===== src/rtl/fp_norm_pack.sv =====
// Post-add normalize/pack stage: iteratively normalizes a raw mantissa sum
// one shift per clock and packs an IEEE-754 single-precision result.
module fp_norm_pack #(
  parameter int unsigned EXP_W = 8,
  parameter int unsigned MAN_W = 23
) (
  input  logic                     clk,
  input  logic                     rst_n,
  input  logic                     in_valid,
  output logic                     in_ready,
  input  logic [MAN_W+1:0]         sum,
  input  logic                     new_sign,
  input  logic [EXP_W-1:0]         exp_in,
  output logic                     out_valid,
  input  logic                     out_ready,
  output logic [EXP_W+MAN_W:0]     result,
  output logic                     overflow,
  output logic                     underflow
);

  localparam int unsigned SUM_W = MAN_W + 2;
  localparam int unsigned E_W   = EXP_W + 2;
  localparam int unsigned RES_W = 1 + EXP_W + MAN_W;

  localparam logic signed [E_W-1:0] E_ZERO = E_W'(0);
  localparam logic signed [E_W-1:0] E_ONE  = E_W'(1);
  localparam logic signed [E_W-1:0] E_MAX  = E_W'((2 ** EXP_W) - 1);

  typedef enum logic [1:0] {
    IDLE = 2'd0,
    NORM = 2'd1,
    DONE = 2'd2
  } state_t;

  state_t                  r_state;
  logic [SUM_W-1:0]        r_m;
  logic                    r_s;
  logic signed [E_W-1:0]   r_e;
  logic                    r_in_ready;
  logic                    r_out_valid;
  logic [RES_W-1:0]        r_result;
  logic                    r_overflow;
  logic                    r_underflow;

  // Zero, flushed and saturated encodings built from the latched sign.
  logic [RES_W-1:0]        w_flush;
  logic [RES_W-1:0]        w_inf;
  logic [RES_W-1:0]        w_norm;

  assign w_flush = {r_s, {EXP_W{1'b0}}, {MAN_W{1'b0}}};
  assign w_inf   = {r_s, {EXP_W{1'b1}}, {MAN_W{1'b0}}};
  assign w_norm  = {r_s, r_e[EXP_W-1:0], r_m[MAN_W-1:0]};

  always_ff @(posedge clk) begin
    if (!rst_n) begin
      r_state     <= IDLE;
      r_m         <= '0;
      r_s         <= 1'b0;
      r_e         <= E_ZERO;
      r_in_ready  <= 1'b1;
      r_out_valid <= 1'b0;
      r_result    <= '0;
      r_overflow  <= 1'b0;
      r_underflow <= 1'b0;
    end else begin
      case (r_state)
        IDLE: begin
          if (in_valid && r_in_ready) begin
            r_m        <= sum;
            r_s        <= new_sign;
            r_e        <= $signed({2'b00, exp_in});
            r_in_ready <= 1'b0;
            r_state    <= NORM;
          end
        end

        // One normalization decision per cycle, in fixed priority order.
        NORM: begin
          if (r_m == '0) begin
            r_result    <= '0;
            r_out_valid <= 1'b1;
            r_state     <= DONE;
          end else if (r_e == E_ZERO) begin
            r_result    <= w_flush;
            r_underflow <= 1'b1;
            r_out_valid <= 1'b1;
            r_state     <= DONE;
          end else if (r_e == E_MAX) begin
            r_result    <= w_inf;
            r_overflow  <= 1'b1;
            r_out_valid <= 1'b1;
            r_state     <= DONE;
          end else if (r_m[MAN_W+1]) begin
            r_m <= r_m >> 1;
            r_e <= r_e + E_ONE;
          end else if (r_m[MAN_W]) begin
            r_result    <= w_norm;
            r_out_valid <= 1'b1;
            r_state     <= DONE;
          end else if (r_e == E_ONE) begin
            // Shifting further would need a denormal; flush instead.
            r_result    <= w_flush;
            r_underflow <= 1'b1;
            r_out_valid <= 1'b1;
            r_state     <= DONE;
          end else begin
            r_m <= r_m << 1;
            r_e <= r_e - E_ONE;
          end
        end

        DONE: begin
          if (out_ready) begin
            r_out_valid <= 1'b0;
            r_overflow  <= 1'b0;
            r_underflow <= 1'b0;
            r_in_ready  <= 1'b1;
            r_state     <= IDLE;
          end
        end

        default: begin
          r_state    <= IDLE;
          r_in_ready <= 1'b1;
        end
      endcase
    end
  end

  assign in_ready  = r_in_ready;
  assign out_valid = r_out_valid;
  assign result    = r_result;
  assign overflow  = r_overflow;
  assign underflow = r_underflow;

endmodule

===== config.mk =====
export PLATFORM = sky130hd
export DESIGN_NAME = fp_norm_pack
export DESIGN_NICKNAME = d
export VERILOG_FILES = /design/src/rtl/fp_norm_pack.sv
export SDC_FILE = /design/constraint.sdc
export NUM_CORES = 1
export LEC_CHECK = 0
export CORE_MARGIN = 2
export CORE_UTILIZATION = 35
export CTS_BUF_LIST = sky130_fd_sc_hd__clkbuf_8 sky130_fd_sc_hd__clkbuf_16
export CTS_CLUSTER_SIZE = 8
export DETAILED_ROUTE_END_ITERATION = 8
export PLACE_DENSITY = 0.64
export SYNTH_ARGS = -nofsm -noshare
export SYNTH_HDL_FRONTEND = slang
export SYNTH_SLANG_ARGS = --single-unit

===== constraint.sdc =====
create_clock -name clk -period 2.25 [get_ports clk]
set_clock_uncertainty 0.05 [all_clocks]
set_input_delay 0.45 -clock clk [delete_from_list [all_inputs] [get_ports clk]]
set_output_delay 0.45 -clock clk [all_outputs]
set_load 0.005 [all_outputs]

### Word level (Yosys, flattened, before mapping)

Cells that the tools add are included.

| operators by class | value |
|---|---|
| $add $sub $neg | 2 |
| equality and inequality tests | 19 |
| reductions and logical operators | 16 |
| bitwise logic cells | 1 |
| mux-type cells | 52 |

Operators with widths:

| kind | number |
|---|---|
| two-way mux 32 bit | 6 |
| two-way mux 25 bit | 4 |
| two-way mux 24 bit | 3 |
| two-way mux 10 bit | 7 |
| case mux 25 bit (2 select lines) | 1 |
| zero test 25 bit | 1 |
| case mux 10 bit (2 select lines) | 1 |
| inequality test 3 bit, second input constant | 6 |
| two-way mux 1 bit | 17 |
| two-way mux 2 bit | 8 |
| AND reduction 7 bit | 2 |
| inequality test 2 bit, second input constant | 6 |
| adder 10 x 2 -> 10 bit, second input constant | 1 |
| equality test 10 x 2 -> 1 bit, second input constant | 1 |
| equality test 10 x 9 -> 1 bit, second input constant | 1 |
| zero test 10 bit | 1 |
| AND reduction 5 bit | 2 |
| subtractor 10 x 2 -> 10 bit, second input constant | 1 |
| AND reduction 4 bit | 2 |
| inequality test 6 bit, second input constant | 1 |
| case mux 1 bit (2 select lines) | 3 |
| case mux 2 bit (3 select lines) | 1 |
| AND reduction 3 bit | 2 |
| inequality test 5 bit, second input constant | 1 |
| 10 further kinds | 11 |

| word-level totals | value |
|---|---|
| register bits after elaboration | 74 |
| logic and storage cells | 100 |
| input port bits | 38 |
| output and inout port bits | 36 |

### Depth between registers and ports, before layout

| logic depth | value |
|---|---|
| word-level depth | 8 |
| mapped depth | 10 |
| mapped depth without buffers | 8 |

### Worst setup path before layout

OpenSTA, ideal clock, no wires.

| path | value |
|---|---|
| path kind | register to register |
| start point | register r_state[1] |
| end point | register r_m[10] |
| period minus slack after synthesis | 1.913 ns |
| cell stages (with the launch flop) | 11 |
| library setup time | 0.086 ns |
| buffers on the path | 3 |
| arrival time | 1.778 ns |
| setup slack | 0.337 ns |
| data required time | 2.114 ns |
| cell sequence | dfxtp_1 inv_1 ha_1 buf_2 inv_1 o21ai_0 o21a_1 buf_2 clkbuf_1 a21oi_1 a211oi_1 |

| on the way | value |
|---|---|
| cells in the longest elaborated chain, start to end | 3 |
| elaborated cells on any way between the ends | 11 |
| classes of those cells | eq/ne: 7; mux: 1; reduce/logical: 3 |

Ends and longest elaborated chain:

| item | RTL line | RTL |
|---|---|---|
| from (decl) | 35 | `state_t r_state;` |
| from (signal assigned) | 56 | `r_state <= IDLE;` |
| from (signal assigned) | 73 | `r_state <= NORM;` |
| from (signal assigned) | 82 | `r_state <= DONE;` |
| equality test 2 x 1 -> 1 bit / zero test 2 bit (equally long branches) | 66 | `case (r_state)` |
| inequality test 3 bit (no source line), or another cell as far along | - |  |
| AND reduction 7 bit (no source line) | - |  |
| to (signal assigned) | 69 | `r_m <= sum;` |
| to (signal assigned) | 94 | `r_m <= r_m >> 1;` |
| to (signal assigned) | 107 | `r_m <= r_m << 1;` |
| to (decl) | 36 | `logic [SUM_W-1:0] r_m;` |

Parallel ways exist; a longest one is shown, timed or not.
A chain may end at the register's enable or synchronous reset.

### Worst setup path after layout

| path | value |
|---|---|
| start point | register r_m[18] |
| end point | register r_result[28], in the netlist result[28] |

| on the way | value |
|---|---|
| cells in the longest elaborated chain, start to end | 3 |
| elaborated cells on any way between the ends | 5 |
| classes of those cells | eq/ne: 1; mux: 1; reduce/logical: 3 |

Ends and longest elaborated chain:

| item | RTL line | RTL |
|---|---|---|
| zero test 25 bit (*) | 79 | `if (r_m == '0) begin` |
| inequality test 4 x 1 -> 1 bit (no source line) / nonzero test 5 bit (equally long branches) | - |  |
| AND reduction 3 bit (no source line) | - |  |
| to (signal assigned) | 84 | `r_result <= w_flush;` |
| to (signal assigned) | 89 | `r_result <= w_inf;` |
| to (signal assigned) | 97 | `r_result <= w_norm;` |
| to (decl) | 41 | `logic [RES_W-1:0] r_result;` |

Mark *: on every way between the ends. The rest lies on a longest branch, timed or not.

==> metrics.md <==
| Metric | Value |
|---|---|
| Outcome | complete, no violations |
| Setup crit end kind | flop |
| CP delay by family, top | simple AND/OR/NAND/NOR gates |
| Total wire length | 12500 um |
| Setup bufs post-CTS | 0 |
| Max cap viols | 0 |
| Wire length on met2 | 6010 um |
| CP Class | reg -> reg |
| CTS Root Cell | clkbuf_16 |
| Fmax | 466 MHz |
| Max_slew headroom | roughly 64% |
| Initial drt markers | roughly 310 |
| GRT Total Usage | 20.5% |
| R2R depth | 7 |
| Vias in the first global route | around 4.1k |
| Syn_area_per_cell | 8.39 um^2 |
| Placed wire-length estimate | 8870 um |
| Post-Syn Area | 0.00402 mm^2 |
| Worst path cell trace | nor4_1, nand4_1, or2_2, nand3_1, buf_4, a2111oi_0, o21bai_1 |
| Post-synthesis cell count | 479 |
| Initial Util | 35.5% |
| Antenna diodes | 0 |
| Die width | 111 um |
| Synth cell types | 63 |
| Top routing layer in use | met4 |
| Cell taking the most area after synthesis | dfxtp_1 |
| RSZ-0062 raised after global routing | true |
| Gp weighted congestion | slightly below 0.9 |
| Die Y | between 100 and 150 um |
| Core Region | 0.0113 mm^2 |
| Vias/cell | 5.76 |
| CP startpoint kind | flop |
| Top Ports | 74 |
| Clock Sinks | 74 |
| CTS tree | built |
| Syn Nets | 523 |
| Port bufs | 73 |
| WP data arrival | 2.32 ns |
| Sequential power share | around a quarter |
| Area share of the largest cell type after synthesis | 36.9% |
| Commonest cells after routing, fill and taps aside | 88 x nand2_1, 74 x dfxtp_1, 72 x clkdlybuf4s50_1, 49 x buf_4, 40 x a21oi_1 |
| Most used DFF post-synth | dfxtp_1 |
| Initial antenna violation count | 0 |
| Layout Nets | 614 |
| Ys async rst share | 0% |
| Number of enable flip-flop cells after synthesis | 0 |
| Clk_lat worst skew | 0.34 ns |
| Tightest Hold Check Type | reg -> reg |
| Die area | roughly 0.012 mm^2 |
| Final Max Slew Viols | 0 |
| Total number of vias | 4135 |
| CP required | 2.42 ns |
| Part of the cycle the worst path needs | 95.3% |
| Pwr Density | 1370 mW/mm^2 |
| Yosys warns | 0 |
| Leak | 1.99 nW |
| Total area of sequential cells | 0.00148 mm^2 |
| FILL cells | 1121 |
| Multi-input gate area | about 0.0024 mm^2 |
| CTS buffer count | 9 |
| Worst IR Drop VDD | 513 uV |
| # rows | 39 |
| Final Critical Period | 2.14 ns |
| Max stage delay on crit path | ~0.44 ns |
| Sw Pwr | 3.27 mW |
| Crit Reg-Reg Endpoint | result[28] |
| Wire length on met3 | 786 um |
| First-pass GRT wire length | roughly 21000 um |
| Hold Crit Depth | 2 |
| Combinational fraction of design power | 55.6% |
| Least-Margin Pin Slew | 0.533 ns |
| CTS max path bufs | 2 |
| Post-placement cell count | around 700 |
| Sw Share | between 40% and 50% |
| FF+latch count, synth | 74 |
| Layout cell share with drive strength beyond 1 | 17.4% |
| HP Start | result[30] |
| Wire per inst | 17.4 um |
| Post-route ant nets | 0 |
| Clk network pwr share | 19.2% |
| Hold Path End | result[30] |
| Reg2reg start | r_m[18] |
| Internal power | 4.24 mW |
| Top cells by area, synth | dfxtp_1 37%, nand2_1 8.2%, mux2i_1 7.2%, a21oi_1 5.1%, a211oi_1 4.5% |
| Worst-path clk slew | 0.06 ns |
| Area after DPL | a little over 0.005 mm^2 |
| Largest net degree at the start of global routing | 31 |
| Area Growth Syn to Fin | 36.5% |
| Design area | 0.00549 mm^2 |
| CTS H-tree lvls | 3 |
| Max FO, Critical Path | 6 |
| Worst Path Buf+Inv | 1 |
| Final hold violations | 0 |
| M1 wire length | 5500 um |
| Non-Filler Instances | roughly 720 |
| Cell at the slowest stage of the critical path | or2_2 |
| Grt ovf | 0 |
| Setup TNS | 0 ns |
| Most common cell after layout, fill and taps aside | nand2_1 |
| Final routed DRC violation total | 0 |
| Final setup vio count | 0 |
| Tot Pwr | 7.51 mW |
| Pre-Repair DR Iteration Count | 8 |
| R2r setup slk | 0.11 ns |
| Seq/Total Area, Yosys | 36.9% |
## tightest hold or removal path, cell delays in order (launching register included)
cell	delay, ns
dfxtp_1	0.31
nand2_1	0.05
o21bai_1	0.05
## stage by stage
step / util [%] / hold WS (ns) / setup slack [ns]
6_report: 48.5 / 0.405 / 0.106
5_1_grt: 48.5 / 0.423 / -0.0239
4_1_cts: 47.9 / 0.406 / 0.0190
3_5_place_dp: 45.3 / 0.397 / 0.0394
3_3_place_gp: 45.3 / 0.394 / 0.0261
2_1_floorplan: - / 0.398 / 0.337
## cells in the mapped netlist, types with 2 or more instances
master / count
nand2_1: 88
dfxtp_1: 74
a21oi_1: 41
mux2i_1: 29
a211oi_1: 24
clkbuf_1: 23
nor2_1: 15
and3_1: 14
nand3_1: 14
buf_2: 12
a221oi_1: 11
a222oi_1: 11
a2111oi_0: 9
o21bai_1: 8
inv_1: 7
o21ai_0: 7
ha_1: 6
nor3_1: 6
buf_6: 5
nor4_1: 5
buf_4: 4
nand4_1: 4
or3_1: 4
a21boi_0: 3
a22oi_1: 3
a32o_1: 3
o211ai_1: 3
o31ai_1: 3
a21o_1: 2
a31o_2: 2
a41oi_1: 2
and3_2: 2
nor2_2: 2
nor4_2: 2
or2_2: 2
or4_1: 2
## sequential cells by signal (all words and copies together), names as in the netlist
name,cells
r_state,2
overflow,1
result,32
r_s,1
r_e,10
out_valid,1
r_m,25
in_ready,1
underflow,1
## layer usage
layer	vias up	GRT usage [%]
met2	157	33.2
met1	1988	27.3
met3	20	4.32
li1	1970	-
met5	-	0
met4	0	6.42
## final cells by class
class | instances | area share, %
clock inverters | 7 | 1.25
well taps | 143 | 3.26
multi-input cells | 352 | 42.8
repair buffers | 125 | 21.0
inverters | 8 | 0.547
clock buffers | 9 | 4.10
flip-flops and latches | 74 | 27.0
## timing repair
action / in CTS / in global routing
endpoints found under the setup margin: 0 / 45
gates resized for setup: 0 / 21
hold buffers: 0 / 0
## cells by family after synthesis
kind of cell | count (synthesis) | share of synthesized area (%)
simple gates | 170 | 20.5
compound gates | 146 | 26.7
flops | 74 | 36.9
buf+inv | 53 | 6.63
mux | 29 | 7.22
fa+ha+maj | 6 | 1.87
xor+xnor | 1 | 0.218
## worst max path at each step
stage	depth (start not counted)	end	slack (ns)	start
6_report	7	result[28]	0.11	r_m[18]
5_1_grt	9	result[25]	-0.02	r_e[0]
4_1_cts	9	result[24]	0.02	r_e[0]
3_5_place_dp	7	result[24]	0.04	r_m[19]
3_3_place_gp	7	result[23]	0.03	r_m[19]
2_1_floorplan	10	r_m[10]	0.34	r_state[1]
## power groups by stage
stage / Combinational, mW / Clock (mW) / Sequential [mW]
detailed placement: 3.96 / 0 / 1.90
floorplan: 2.69 / 0 / 1.81
finish: 4.18 / 1.44 / 1.89
global route: 4.58 / 1.52 / 1.93
global placement: 3.91 / 0 / 1.89
CTS: 3.98 / 1.46 / 1.87
Power figures use the tool's default switching activity.
